<file path="config.mk">
export PLATFORM = sky130hd
export DESIGN_NAME = fetch_stage_flat
export DESIGN_NICKNAME = d
export VERILOG_FILES = /design/src/rtl/cpu_pkg.sv /design/src/rtl/fetch_stage_if.sv /design/src/rtl/fetch_stage_pc_gen.sv /design/src/rtl/fetch_stage.sv /design/src/flat_wrapper.sv
export SDC_FILE = /design/constraint.sdc
export NUM_CORES = 1
export LEC_CHECK = 0
export CAP_MARGIN = 0
export CORE_MARGIN = 10
export CORE_UTILIZATION = 45
export CTS_BUF_LIST = sky130_fd_sc_hd__clkbuf_4 sky130_fd_sc_hd__clkbuf_8
export DETAILED_ROUTE_END_ITERATION = 16
export GPL_ROUTABILITY_DRIVEN = 0
export PLACE_DENSITY_LB_ADDON = 0.3
export SYNTH_ARGS = -nofsm -noshare
export SYNTH_HDL_FRONTEND = slang
export SYNTH_SLANG_ARGS = --single-unit
export TNS_END_PERCENT = 100
</file>
<file path="constraint.sdc">
create_clock -name clk -period 4.9 [get_ports clk]
set_input_delay 0.98 -clock clk [delete_from_list [all_inputs] [get_ports clk]]
set_output_delay 0.98 -clock clk [all_outputs]
set_load 0.03 [all_outputs]
</file>
<file path="src/rtl/cpu_pkg.sv">
// rtl/cpu_pkg.sv - shared core constants and fetch-action decode
package cpu_pkg;

  localparam int XLEN = 32;
  localparam logic [XLEN-1:0] NOP_INSTR = 32'h0000_0013;
  localparam logic [XLEN-1:0] PC_INCR   = 32'd4;

  typedef enum logic [1:0] {
    ACT_ADVANCE  = 2'd0,
    ACT_STALL    = 2'd1,
    ACT_REDIRECT = 2'd2
  } fetch_act_e;

  // Redirect outranks stall so a taken branch is never lost behind a hazard.
  function automatic fetch_act_e fetch_action(input logic pcsrc, input logic stall);
    if (pcsrc)      return ACT_REDIRECT;
    else if (stall) return ACT_STALL;
    else            return ACT_ADVANCE;
  endfunction

endpackage

</file>
<file path="src/rtl/fetch_stage_if.sv">
// rtl/fetch_stage_if.sv - fetch stage control, imem and IF/ID bundle
interface fetch_stage_if #(
  parameter int CNT_W = 16
);
  import cpu_pkg::*;

  logic             stall;
  logic             PCsrc;
  logic [XLEN-1:0]  target;
  logic [XLEN-1:0]  imem_addr;
  logic [XLEN-1:0]  imem_rdata;
  logic [XLEN-1:0]  PC;
  logic [XLEN-1:0]  instr;
  logic             valid;
  logic [CNT_W-1:0] redirect_cnt;

  modport master (
    input  stall, PCsrc, target, imem_rdata,
    output imem_addr, PC, instr, valid, redirect_cnt
  );

  modport slave (
    output stall, PCsrc, target, imem_rdata,
    input  imem_addr, PC, instr, valid, redirect_cnt
  );

endinterface

</file>
<file path="src/rtl/fetch_stage_pc_gen.sv">
// rtl/fetch_stage_pc_gen.sv - program counter with redirect/stall next-PC mux
module pc_gen
  import cpu_pkg::*;
#(
  parameter logic [XLEN-1:0] RESET_VECTOR = 32'h0000_0000
) (
  input  logic            clk,
  input  logic            rst,
  input  fetch_act_e      act,
  input  logic [XLEN-1:0] target,
  output logic [XLEN-1:0] pc
);

  logic [XLEN-1:0] pc_d;
  logic [XLEN-1:0] pc_q;

  // Low target bits are dropped silently; no misalignment trap exists here.
  always_comb begin
    pc_d = pc_q;
    unique case (act)
      ACT_REDIRECT: pc_d = target & ~32'h3;
      ACT_STALL:    pc_d = pc_q;
      default:      pc_d = pc_q + PC_INCR;
    endcase
  end

  always_ff @(posedge clk or posedge rst) begin
    if (rst) pc_q <= RESET_VECTOR;
    else     pc_q <= pc_d;
  end

  assign pc = pc_q;

endmodule

</file>
<file path="src/rtl/fetch_stage.sv">
// rtl/fetch_stage.sv - instruction fetch: PC, IF/ID register, redirect counter
module fetch_stage
  import cpu_pkg::*;
#(
  parameter logic [XLEN-1:0] RESET_VECTOR = 32'h0000_0000,
  parameter int              CNT_W        = 16
) (
  input  logic           clk,
  input  logic           rst,
  fetch_stage_if.master  bus
);

  fetch_act_e       act;
  logic [XLEN-1:0]  pc_cur;

  logic [XLEN-1:0]  id_pc_d,    id_pc_q;
  logic [XLEN-1:0]  id_instr_d, id_instr_q;
  logic             id_valid_d, id_valid_q;
  logic [CNT_W-1:0] cnt_d,      cnt_q;

  assign act = fetch_action(bus.PCsrc, bus.stall);

  pc_gen #(.RESET_VECTOR(RESET_VECTOR)) u_pc_gen (
    .clk    (clk),
    .rst    (rst),
    .act    (act),
    .target (bus.target),
    .pc     (pc_cur)
  );

  always_comb begin
    id_pc_d    = id_pc_q;
    id_instr_d = id_instr_q;
    id_valid_d = id_valid_q;
    cnt_d      = cnt_q;
    unique case (act)
      ACT_REDIRECT: begin
        id_pc_d    = '0;
        id_instr_d = NOP_INSTR;
        id_valid_d = 1'b0;
        if (cnt_q != '1) cnt_d = cnt_q + CNT_W'(1);
      end
      ACT_STALL: ;
      default: begin
        id_pc_d    = pc_cur;
        id_instr_d = bus.imem_rdata;
        id_valid_d = 1'b1;
      end
    endcase
  end

  always_ff @(posedge clk or posedge rst) begin
    if (rst) begin
      id_pc_q    <= '0;
      id_instr_q <= NOP_INSTR;
      id_valid_q <= 1'b0;
      cnt_q      <= '0;
    end else begin
      id_pc_q    <= id_pc_d;
      id_instr_q <= id_instr_d;
      id_valid_q <= id_valid_d;
      cnt_q      <= cnt_d;
    end
  end

  assign bus.imem_addr    = pc_cur;
  assign bus.PC           = id_pc_q;
  assign bus.instr        = id_instr_q;
  assign bus.valid        = id_valid_q;
  assign bus.redirect_cnt = cnt_q;

endmodule

</file>
<file path="src/flat_wrapper.sv">
// flat-port wrapper written by rule: the top's interface ports become plain ports
module fetch_stage_flat import cpu_pkg::*;
#(
  parameter logic [XLEN-1:0] RESET_VECTOR = 32'h0000_0000,
  parameter int              CNT_W        = 16
)
  (clk, rst, bus_stall, bus_PCsrc, bus_target, bus_imem_rdata, bus_imem_addr, bus_PC, bus_instr, bus_valid, bus_redirect_cnt);
  fetch_stage_if #(.CNT_W(CNT_W)) bus_i ();
  input  logic clk;
  input  logic rst;
  input wire logic [$bits(bus_i.stall)-1:0] bus_stall;
  input wire logic [$bits(bus_i.PCsrc)-1:0] bus_PCsrc;
  input wire logic [$bits(bus_i.target)-1:0] bus_target;
  input wire logic [$bits(bus_i.imem_rdata)-1:0] bus_imem_rdata;
  output wire logic [$bits(bus_i.imem_addr)-1:0] bus_imem_addr;
  output wire logic [$bits(bus_i.PC)-1:0] bus_PC;
  output wire logic [$bits(bus_i.instr)-1:0] bus_instr;
  output wire logic [$bits(bus_i.valid)-1:0] bus_valid;
  output wire logic [$bits(bus_i.redirect_cnt)-1:0] bus_redirect_cnt;
  assign bus_i.stall = bus_stall;
  assign bus_i.PCsrc = bus_PCsrc;
  assign bus_i.target = bus_target;
  assign bus_i.imem_rdata = bus_imem_rdata;
  assign bus_imem_addr = bus_i.imem_addr;
  assign bus_PC = bus_i.PC;
  assign bus_instr = bus_i.instr;
  assign bus_valid = bus_i.valid;
  assign bus_redirect_cnt = bus_i.redirect_cnt;
  fetch_stage #(.RESET_VECTOR(RESET_VECTOR), .CNT_W(CNT_W)) u_core (.clk(clk), .rst(rst), .bus(bus_i));
endmodule
</file>
# Word level (Yosys, flattened, before mapping)
# Cells that the tools add are included.
[totals]
word_cells = 17
in_bits = 68
reg_bits = 113
[op_classes]
reduce_logical = 1
mux = 6
n_eq_ne = 3
addsub = 2
[op_table]
columns = ["cell", "n"]
rows = [
  ["$pmux W32 S2", 3],
  ["$add A32 B3 Y32 const B", 1],
  ["$add A16 B1 Y16 const B", 1],
  ["$ne A16 B16 Y1 const B", 1],
  ["$eq A2 B1 Y1 const B", 1],
  ["$eq A2 B2 Y1 const B", 1],
  ["$mux W2", 1],
  ["$pmux W1 S2", 1],
  ["$reduce_and A2 Y1", 1],
  ["$mux W1", 1],
]

# Depth between registers and ports, before layout
# Gate-level depths: netlist (run 1).
[logic_depth]
ltp_word = 4
ltp_mapped = 7

# Hierarchy
# Synthesis (run 1) repeated with hierarchy kept, for this count alone.
[unflattened]
cells_unflattened = 512
area_unflattened_um2 = 5429.0
[modules_own_cells]
columns = ["mod", "instances", "seq_area_each_um2", "cells_each", "area_per_inst_um2"]
rows = [
  ["fetch_stage", 1, 2030.7, 287, 3397.0],
  ["pc_gen", 1, 750.7, 225, 2031.9],
]

# Worst setup path before layout (run 1)
# Ideal clock, no wire load.
[synth_path]
path_kind = "input to register"
start = "in bus_stall"
end = "reg u_core.u_pc_gen.pc_q[18] (netlist: u_core.u_pc_gen.pc[18])"
stages = 7
t_required_ns = 4.831
setup_time_ns = 0.069
slack_ns = 2.217
arrival_ns = 2.613
path_cell_list = "buf_2 and4b_1 clkbuf_2 or4b_4 buf_2 or4_1 nand3_1"
[synth_between]
elab_chain_cells = 4
[synth_rtl]
columns = ["element", "line_no", "text"]
rows = [
  ["start, declared", "flat_wrapper.sv:11", "input wire logic [$bits(bus_i.stall)-1:0] bus_stall;"],
  ["$mux W1 (*)", "cpu_pkg.sv:17", "else if (stall) return ACT_STALL;"],
  ["$mux W2 (*)", "cpu_pkg.sv:16", "if (pcsrc) return ACT_REDIRECT;"],
  ["$eq A2 B1 Y1 / $eq A2 B2 Y1 (equally long branches)", "fetch_stage_pc_gen.sv:20", "unique case (act)"],
  ["$pmux W32 S2", "fetch_stage_pc_gen.sv:20", ""],
  ["end signal, assigned", "fetch_stage_pc_gen.sv:29", "else pc_q <= pc_d;"],
  ["end, declared", "fetch_stage_pc_gen.sv:15", "logic [XLEN-1:0] pc_q;"],
]
# Mark *: on every way between the ends. The rest lies on a longest branch, timed or not.
# A chain may end at the register's enable or synchronous reset.

# Worst setup path in the final report (run 1)
[layout_path]
start = "reg u_core.u_pc_gen.pc_q[16] (netlist: u_core.u_pc_gen.pc[16])"
end = "out bus_imem_addr[16]"
[layout_rtl]
columns = ["element", "line_no", "text"]
rows = [
  ["end, declared", "flat_wrapper.sv:15", "output wire logic [$bits(bus_i.imem_addr)-1:0] bus_imem_addr;"],
]
# No word-level cell between the ends.

==> results.txt, run 1 <==
M1 GR Usage: 0.2094
Die Span Y: 126.3 um
Rows: 38
YS warnings: 0
First-pass GRT wire length: 23.03 mm
Post-DP Area: 6898 sq um
Placed Cells incl. Taps: 768
Clock insertion delay at the later pin of the skew report: 0.36 ns
Buf+Inv Stages, Crit Path: 1
Internal Power: 0.001510 W
Global-route track usage on met3: 0.05495
Met2 Use GR: 0.2901
Vias in the first global route: 4,239
EDFF count, synth: 0
Mux contribution to synthesized area: 0.1265
WP depth: 1
Syn_area_per_cell: 10.57 sq um
Clk buf depth: 2
Status: complete, no violations
Area Growth Syn to Fin: 39.68%
Synth Area in XOR/XNOR: 0.04824
TNS Setup: 0 ns
Max_slew headroom: 0.2383
GRT overflow: 0
Power Dens Cells: 316.6 nW/um^2
Fin. Hold Viols: 0
Clock H-tree levels: 3
Pleak: 3.129 nW
Post-Synth Adder-Cell Area: 0.004922
Share of layout cells above drive strength 1: 0.05435
Average via count per standard cell: 5.269
Starting Density: 0.4649
Global Route Usage Sum: 0.1751
Root buf cell: clkbuf_8
Non-Filler Instances: 785
Slowest stage cell, crit path: clkdlybuf4s50_1
Initial antenna violation count: 0
Psw: 0.0007383 W
I/O Pins: 181
Drt total wl: 14.17 mm
Max Fclk: 0.3782 GHz
Final routed DRC violation total: 0
Clock power share: 0.242
RSZ-0062 raised after global routing: no
CTS clk-pin slew, worst paths: 0.09 ns
Final instance area: 7101 sq um
Slowest cell delay on critical path: 0.75 ns
1st-iter DRT viols: 247
Compound-cell area share of the yosys netlist: 0.06399
Post-route ant nets: 0
Final Cycle Share: 0.5397
Maximum vdd drop: 190.3 uV
Minimum clock period: 2.644 ns
Clk sinks: 110
Distinct cells, synth: 46
Largest net degree at the start of global routing: 106
Post-CTS Setup Inserts: 0
Final setup margin: 2.256 ns
Hold Slack: 0.5063 ns
Cts hold-fix bufs: 0
Logic pwr share: 0.270
Yosys reg bits: 110
Vias after detailed routing: 4,136
Synthesized cell area: 5084 sq um
Setup crit start kind: register
Mapped Cells: 481
DR pass1 iterations: 5
Register area share after synthesis: 0.5422
Simple-gate share of the synthesized area: 0.1787
DP HPWL: 10.30 mm
Top_reg_cell synth: dfrtp_1
Drt wl/cell: 18.04 um
Die footprint: 15,950 sq um
TritonCTS Buffers: 9
Worst Max-Slew Pin Slew: 1.134 ns
CP Capture Type: output port
Hold path cells: 1
Ys async rst share: 1.000
Worst EP arrival: 1.66 ns
Max Clock Skew: 0.01005 ns
Switching portion of total power: 0.3284
Maximum fanout along the worst path: 9
Port Buffers: 176
Cells along the critical path: clkdlybuf4s50_1
CP required: 3.92 ns
Worst path top cell family by delay: buffers and inverters
Sequential share of power: 0.488
Post-cts sizing count: 0
Critical path class: register to output port
Hold Crit Class: register to register
Setup WS pre-CTS: 1.995 ns
Core Area: 10,940 sq um
Nets: 709
CTS tree: done
Max Cap Viol: 0
Final Setup Violations: 0
Final Max Slew Viols: 0
Reg2Reg Depth: 5
Die X: 126.3 um
GRT busiest layer: met2
Largest family of logic cells by synthesized area: simple AND/OR/NAND/NOR gates
layer usage:
metal	part of all wire	routed length [um]	up-vias
met3	0.071	1002	13
met1	0.41	5818	2008
met4	0.015	212	0
li1	-	-	2005
met2	0.50	7132	110
met5	0	0	-
cells in the final DEF (no fill, tap or decap), types with 8 or more instances in the layout:
| cell | synthesis | layout |
|---|---|---|
| clkdlybuf4s50_1 | 0 | 174 |
| nand4_1 | 13 | 13 |
| nand2_1 | 33 | 33 |
| or4_1 | 11 | 11 |
| xnor2_1 | 10 | 10 |
| nor2_1 | 72 | 72 |
| o21ai_0 | 17 | 17 |
| xor2_1 | 18 | 18 |
| o31ai_1 | 9 | 9 |
| mux2i_1 | 62 | 62 |
| a31oi_1 | 11 | 11 |
| a21oi_1 | 8 | 8 |
| nand3_1 | 20 | 20 |
| clkbuf_8 | 0 | 13 |
| dfrtp_1 | 107 | 107 |
cell type report:
class | instances | area, sq um
Clock buffer | 14 | 186.4
Timing Repair Buffer | 180 | 1787
Multi-Input combinational cell | 332 | 2155
Antenna cell | 1 | 2.502
Fill cell | 913 | 3835
Sequential cell | 110 | 2756
Clock inverter | 2 | 13.76
Tap cell | 140 | 175.2
Inverter | 6 | 25.02
power by group through the flow:
| stage | clock, W | sequential [W] | combinational (W) |
|---|---|---|---|
| CTS | 0.000558 | 0.00110 | 0.000617 |
| detailed placement | 0 | 0.00111 | 0.000616 |
| finish | 0.000544 | 0.00110 | 0.000607 |
| global route | 0.000591 | 0.00112 | 0.000654 |
| floorplan | 0 | 0.00126 | 0.000182 |
| global placement | 0 | 0.00111 | 0.000606 |
stage by stage:
| step | total power (W) | utilization |
|---|---|---|
| 5_1_grt | 0.002361 | 0.6491 |
| 2_1_floorplan | 0.001439 | - |
| 6_report | 0.002248 | 0.6493 |
| 3_3_place_gp | 0.001712 | 0.6308 |
| 3_5_place_dp | 0.001729 | 0.6308 |
| 4_1_cts | 0.002273 | 0.6491 |
worst paths after layout:
kind | from | end | slack, ns
hold reg to reg | u_core.bus.redirect_cnt[15] | u_core.bus.redirect_cnt[15] | 0.51
setup reg to reg | u_core.bus.redirect_cnt[0] | u_core.bus.redirect_cnt[1] | 2.37
hold / removal | u_core.bus.redirect_cnt[15] | u_core.bus.redirect_cnt[15] | 0.51
min in group asynchronous | rst | u_core.bus.instr[13] | 1.05
setup / recovery | u_core.u_pc_gen.pc[16] | bus_imem_addr[16] | 2.26
max in group asynchronous | rst | u_core.bus.redirect_cnt[0] | 2.96
state kept, by name, indices dropped and copies added (netlist names):
name,flops
u_core.bus.instr,32
u_core.bus.redirect_cnt,16
u_core.u_pc_gen.pc,30
u_core.bus.PC,31
u_core.bus.valid,1
synth_stat cells (2+ instances only):
cell        n  area, sq um
and2_1      2        12.51
buf_4       4        30.03
buf_1       3        11.26
nand4_1    13        81.33
and4_1      4        35.03
or4_1      11        82.58
o211ai_1    4        30.03
mux2i_1    62        620.6
nand2_1    33        123.9
buf_2       2        10.01
o21ai_0    17        85.08
inv_1       6        22.52
ha_1        2        25.02
clkbuf_1   23        86.33
nor3_1      6        30.03
nor4_1      5        31.28
xor2_1     18        157.7
and3_1      5        31.28
a21oi_1     8        40.04
xnor2_1    10        87.58
a31oi_1    11        68.82
dfrtp_1   107         2678
mux2_2      2        22.52
o31ai_1     9        67.56
nand3_1    20        100.1
dfstp_2     3        78.83
nor2_1     72        270.3
cells by family (layout without fill, tap and decap cells):
| group | Yosys count | count (layout) |
|---|---|---|
| xor gates and xnor gates | 28 | 28 |
| buffers and inverters | 40 | 202 |
| and+or+nand+nor | 183 | 183 |
| muxes | 64 | 64 |
| DFF | 110 | 110 |
| other | 1 | 3 |
| adders and majority gates | 2 | 2 |
| AOI/OAI and AO/OA | 53 | 53 |
(Power assumes the default switching activity.)
==> run 2, diff against run 1 <==
==> constraint.sdc (replaced) <==
create_clock -name clk -period 2.5 [get_ports clk]
set_input_delay 0.5 -clock clk [delete_from_list [all_inputs] [get_ports clk]]
set_output_delay 0.5 -clock clk [all_outputs]
set_load 0.03 [all_outputs]
==> results.txt, run 2 (synthesized netlist as in run 1, its figures left out) <==
Status: complete, no violations
Max Fclk: 0.4522 GHz
Most frequent cells in the layout: 174 x clkdlybuf4s50_1, 107 x dfrtp_1, 72 x nor2_1
Clock H-tree levels: 3
Minimum clock period: 2.211 ns
Worst EP arrival: 2.52 ns
I/O Pins: 181
Root buf cell: clkbuf_8
Psw: 0.001496 W
Largest register FFs: 32
Maximum vdd drop: 550.6 uV
Cells along the critical path: ha_1 > and4b_1 > or4b_4 > or4_1 > a31oi_1
Diodes inserted: 0
1st-iter DRT viols: 294
Drt wl/cell: 18.24 um
Power Dens Cells: 623.0 nW/um^2
Commonest non-fill, non-tap cell in the layout: clkdlybuf4s50_1
Clock power share: 0.248
Total power: 0.004466 W
Crit path to: u_core.u_pc_gen.pc[30]
Global Route Usage Sum: 0.1796
Post-CTS Setup Inserts: 0
CTS tree: done
RSZ-0062 raised after global routing: no
Final Setup Violations: 0
Largest net degree at the start of global routing: 111
Area Growth Syn to Fin: 41.00%
RR Endpoint: u_core.u_pc_gen.pc[30]
Final instance area: 7168 sq um
CP required: 2.81 ns
Vias after detailed routing: 4,190
Worst Max-Slew Pin Slew: 1.018 ns
Rows: 38
GRT overflow: 0
Buf+Inv Stages, Crit Path: 0
Nets: 715
Internal Power: 0.002970 W
Port Buffers: 176
Worst R2R Setup Slack: 0.29 ns
Slowest stage cell, crit path: or4b_4
Initial antenna violation count: 0
Post-DP Area: 6969 sq um
Clk buf depth: 2
Placed Cells incl. Taps: 774
Pleak: 3.147 nW
Clk sinks: 110
WP depth: 5
Clock insertion delay at the later pin of the skew report: 0.38 ns
Max Clock Skew: 0.005036 ns
Share of layout cells above drive strength 1: 0.06308
Die Span Y: 126.3 um
Non-Filler Instances: 790
Fin. Hold Viols: 0
Max Cap Viol: 0
RR Startpoint: u_core.u_pc_gen.pc[2]
Max_slew headroom: 0.3214
Logic pwr share: 0.271
Die X: 126.3 um
DR pass1 iterations: 4
Cts hold-fix bufs: 0
Core Area: 10,940 sq um
Setup crit start: u_core.u_pc_gen.pc[2]
Setup crit start kind: register
Slowest cell delay on critical path: 0.58 ns
DP HPWL: 10.35 mm
Hold Slack: 0.4517 ns
Worst path top cell family by delay: simple AND/OR/NAND/NOR gates
Vias in the first global route: 4,396
Post-cts sizing count: 0
CTS clk-pin slew, worst paths: 0.10 ns
Hold Crit Class: primary input to register
Maximum fanout along the worst path: 15
Final Cycle Share: 0.8846
CP Capture Type: register
Critical path class: register to register
Final routed DRC violation total: 0
Starting Density: 0.4649
Drt total wl: 14.41 mm
Final Max Slew Viols: 0
Die footprint: 15,950 sq um
Average via count per standard cell: 5.304
TNS Setup: 0 ns
Reg2Reg Depth: 5
Post-route ant nets: 0
First-pass GRT wire length: 23.52 mm
Switching portion of total power: 0.3350
Sequential share of power: 0.481
TritonCTS Buffers: 9
[run 2: cell types whose count changed in the layout (fill, tap and decap cells not counted), moves of 2 or more]
cell        previous run  this run
buf_12                 0         2
buf_4                  6        10
clkbuf_8              13         9
clkinvlp_4             0         5
[run 2: worst min path at each step]
stage / from / endpoint / slack (ns) / depth (start not counted)
detailed placement: u_core.bus.redirect_cnt[15] / u_core.bus.redirect_cnt[15] / 0.50 / 1
global placement: u_core.bus.redirect_cnt[15] / u_core.bus.redirect_cnt[15] / 0.49 / 1
CTS: bus_stall / u_core.bus.PC[5] / 0.44 / 3
floorplan: u_core.bus.instr[0] / u_core.bus.instr[0] / 0.60 / 2
global route: bus_stall / u_core.bus.PC[5] / 0.45 / 3
finish: bus_stall / u_core.bus.PC[5] / 0.45 / 3
[run 2: power groups by stage]
stage / registers [W] / clock network (W) / logic [W]
4_1_cts: 0.00214 / 0.00112 / 0.00123
3_3_place_gp: 0.00216 / 0 / 0.00121
2_1_floorplan: 0.00246 / 0 / 0.000356
3_5_place_dp: 0.00217 / 0 / 0.00123
6_report: 0.00215 / 0.00111 / 0.00121
5_1_grt: 0.00218 / 0.00119 / 0.00130
[run 2: through the flow]
step | util | setup WS (ns)
5_1_grt | 0.6555 | 0.1469
2_1_floorplan | - | 0.2139
6_report | 0.6555 | 0.2886
3_3_place_gp | 0.6373 | 0.2313
4_1_cts | 0.6555 | 0.2812
3_5_place_dp | 0.6373 | 0.1937
[run 2: layout make-up]
| cell class | count | area (sq um) |
|---|---|---|
| multi-input cells | 332 | 2155 |
| well taps | 140 | 175.2 |
| clock inverters | 5 | 60.06 |
| inverters | 6 | 26.28 |
| clock buffers | 11 | 138.9 |
| flip-flops and latches | 110 | 2756 |
| repair buffers | 186 | 1857 |
| fillers | 904 | 3767 |
[run 2: layer usage]
layer	up-vias	track usage	part of all wire
met4	0	0.07502	0.022
li1	2017	-	-
met1	2037	0.2032	0.40
met2	117	0.3060	0.51
met3	19	0.05747	0.070
met5	-	0	0
[run 2: worst min-delay path, delay by kind of cell]
family	cells	cell delay (ns)
simple gates	1	0.08
compound gates	1	0.05
buf+inv	1	0.16
==> run 3, diff against run 2 <==
--- a/config.mk
+++ b/config.mk
@@ -6,13 +6,16 @@
 export NUM_CORES = 1
 export LEC_CHECK = 0
 export CAP_MARGIN = 0
+export CORE_ASPECT_RATIO = 1.25
 export CORE_MARGIN = 10
 export CORE_UTILIZATION = 45
 export CTS_BUF_LIST = sky130_fd_sc_hd__clkbuf_4 sky130_fd_sc_hd__clkbuf_8
 export DETAILED_ROUTE_END_ITERATION = 16
 export GPL_ROUTABILITY_DRIVEN = 0
 export PLACE_DENSITY_LB_ADDON = 0.3
+export SLEW_MARGIN = 20
 export SYNTH_ARGS = -nofsm -noshare
 export SYNTH_HDL_FRONTEND = slang
+export SYNTH_HIERARCHICAL = 1
 export SYNTH_SLANG_ARGS = --single-unit
 export TNS_END_PERCENT = 100
==> results.txt, run 3 <==
Post-CTS Setup Inserts: 0
CP Capture Type: register
Clk sinks: 111
Switching portion of total power: 0.3596
Synth Area in XOR/XNOR: 0.01613
I/O Pins: 181
Top_reg_cell synth: dfrtp_1
Non-Filler Instances: 854
Rows: 44
Post-route ant nets: 0
Pleak: 3.268 nW
Hold Crit Class: primary input to register
Initial antenna violation count: 0
Port Buffers: 176
Final routed DRC violation total: 0
Synth top area cells: dfrtp_1 50%, mux2i_1 11%, nor2_1 6.0%
Final Max Slew Viols: 0
Final Setup Violations: 0
Vias after detailed routing: 4,639
YS warnings: 6
Status: complete, no violations
Clock power share: 0.209
Minimum clock period: 2.265 ns
Maximum fanout along the worst path: 8
Mux contribution to synthesized area: 0.1205
Compound-cell area share of the yosys netlist: 0.08251
Most numerous cell in the Yosys netlist: dfrtp_1
Most frequent cells in the layout: 174 x clkdlybuf4s50_1, 108 x dfrtp_1, 87 x nor2_1
Root buf cell: clkbuf_8
Nets: 758
Largest family of logic cells by synthesized area: simple AND/OR/NAND/NOR gates
Max_slew headroom: 0.6098
DR pass1 iterations: 4
Mapped Cells: 512
1st-iter DRT viols: 306
Commonest non-fill, non-tap cell in the layout: clkdlybuf4s50_1
Maximum vdd drop: 356.0 uV
Psw: 0.001740 W
Simple-gate share of the synthesized area: 0.1878
EDFF count, synth: 0
Vias in the first global route: 4,714
Die X: 118.2 um
Ys async rst share: 1.000
Post-synth top area share: 0.4978
TNS Setup: 0 ns
CP required: 2.80 ns
Max Cap Viol: 0
Distinct cells, synth: 60
Global Route Usage Sum: 0.1846
DP HPWL: 11.90 mm
Cts hold-fix bufs: 0
GRT overflow: 0
Dominant cell type by area after synthesis: dfrtp_1
Max Fclk: 0.4415 GHz
Yosys reg bits: 111
CTS clk-pin slew, worst paths: 0.11 ns
RSZ-0062 raised after global routing: no
Largest net degree at the start of global routing: 69
Post-cts sizing count: 0
Cells along the critical path: ha_1 > nand3_1 > or4_1 > or2_1 > maj3_2 > a21oi_1
TritonCTS Buffers: 9
Power Dens Cells: 635.3 nW/um^2
Post-Synth Adder-Cell Area: 0.04195
Area Growth Syn to Fin: 40.31%
Drt wl/cell: 18.60 um
Clk buf depth: 2
Register area share after synthesis: 0.5123
Synthesized cell area: 5429 sq um
Fill cell count: 948
Die footprint: 16,880 sq um
Placed Cells incl. Taps: 838
Worst EP arrival: 2.57 ns
Average via count per standard cell: 5.432
Drt total wl: 15.88 mm
Worst path top cell family by delay: simple AND/OR/NAND/NOR gates
Top post-synthesis cells by count: 108 x dfrtp_1, 87 x nor2_1, 62 x mux2i_1
CTS tree: done
Clock insertion delay at the later pin of the skew report: 0.37 ns
Fin. Hold Viols: 0
Clock H-tree levels: 3
Logic pwr share: 0.332
Critical path class: register to register
Slowest stage cell, crit path: or4_1
Buf+Inv Stages, Crit Path: 0
Setup crit start kind: register
Total power: 0.004840 W
Diodes inserted: 0
First-pass GRT wire length: 25.44 mm
Max Clock Skew: 0.01522 ns
Starting Density: 0.4630
Syn_area_per_cell: 10.60 sq um
Core Area: 11,730 sq um
Share of layout cells above drive strength 1: 0.1039
Sequential share of power: 0.459
Final Cycle Share: 0.9060
Worst Max-Slew Pin Slew: 0.5846 ns
Internal Power: 0.003099 W
Die Span Y: 142.8 um
Slowest cell delay on critical path: 0.55 ns
[run 3: cell types whose count changed after synthesis, moves of 10 or more]
cell and change:
nand2_1 -13, xor2_1 -14, nor2_1 +15, o21ai_0 -10
o221a_2 +10, maj3_1 +18
[run 3: layout make-up]
type	instances	area [sq um]	area share
tap	161	201.4	0.02645
multi-input combinational	356	2447	0.3213
inverter	13	52.55	0.006899
timing repair buffer	197	1952	0.2562
sequential	111	2781	0.3651
clock inverter	6	45.04	0.005913
clock buffer	10	137.6	0.01807
[run 3: worst reg2reg max path, delay by kind of cell, from the launching register on]
family                   cells  cell delay [ns]
flip-flops                   1             0.49
adder cells (fa/ha/maj)      2             0.56
AND/OR/NAND/NOR              3             1.02
AO/OA/AOI/OAI                1             0.14
[run 3: final timing paths]
check,startpoint,to,slack [ns],cells past startpoint
max reg2reg,u_core/u_pc_gen/pc[2],u_core/u_pc_gen/pc[18],0.24,6
min reg2reg,u_core/bus.redirect_cnt[15],u_core/bus.redirect_cnt[15],0.52,1
min in group asynchronous,rst,u_core/bus.redirect_cnt[7],0.58,3
max,u_core/u_pc_gen/pc[2],u_core/u_pc_gen/pc[18],0.24,6
min,bus_PCsrc,u_core/bus.PC[31],0.43,2
max in group asynchronous,rst,u_core/u_pc_gen/pc[25],1.58,3
[run 3: cells by family (layout without fill, tap and decap cells)]
logic type / Yosys count / after routing
compound gates: 58 / 58
xor+xnor: 10 / 10
fa+ha+maj: 22 / 22
buf+inv: 46 / 226
flops: 111 / 111
mux: 65 / 65
other cells: 1 / 2
simple gates: 199 / 199
[run 3: metrics by stage]
| step | util | hold WS, ns | instance area, sq um | worst slack (ns) |
|---|---|---|---|---|
| 6_report | 0.6496 | 0.4311 | 7617 | 0.2351 |
| 2_1_floorplan | - | 0.5908 | 5445 | 0.02355 |
| 5_1_grt | 0.6496 | 0.4348 | 7617 | 0.09649 |
| 3_5_place_dp | 0.6340 | 0.5023 | 7435 | 0.2783 |
| 4_1_cts | 0.6496 | 0.4160 | 7617 | 0.2546 |
| 3_3_place_gp | 0.6340 | 0.4862 | 7435 | 0.3354 |
[run 3: power groups by stage]
stage / Combinational, W / Clock [W] / Sequential [W]
final: 0.00161 / 0.00101 / 0.00222
after global routing: 0.00171 / 0.00112 / 0.00226
after CTS: 0.00163 / 0.00104 / 0.00222
after detailed placement: 0.00162 / 0 / 0.00226
after global placement: 0.00159 / 0 / 0.00224
after floorplan: 0.000493 / 0 / 0.00263
[run 3: layer usage]
layer / vias to the layer above / track usage / routed length [um]
met1: 2298 / 0.2153 / 6563
met4: 0 / 0.06389 / 252
li1: 2180 / - / -
met2: 144 / 0.3229 / 8187
met3: 17 / 0.04734 / 878
met5: - / 0 / 0
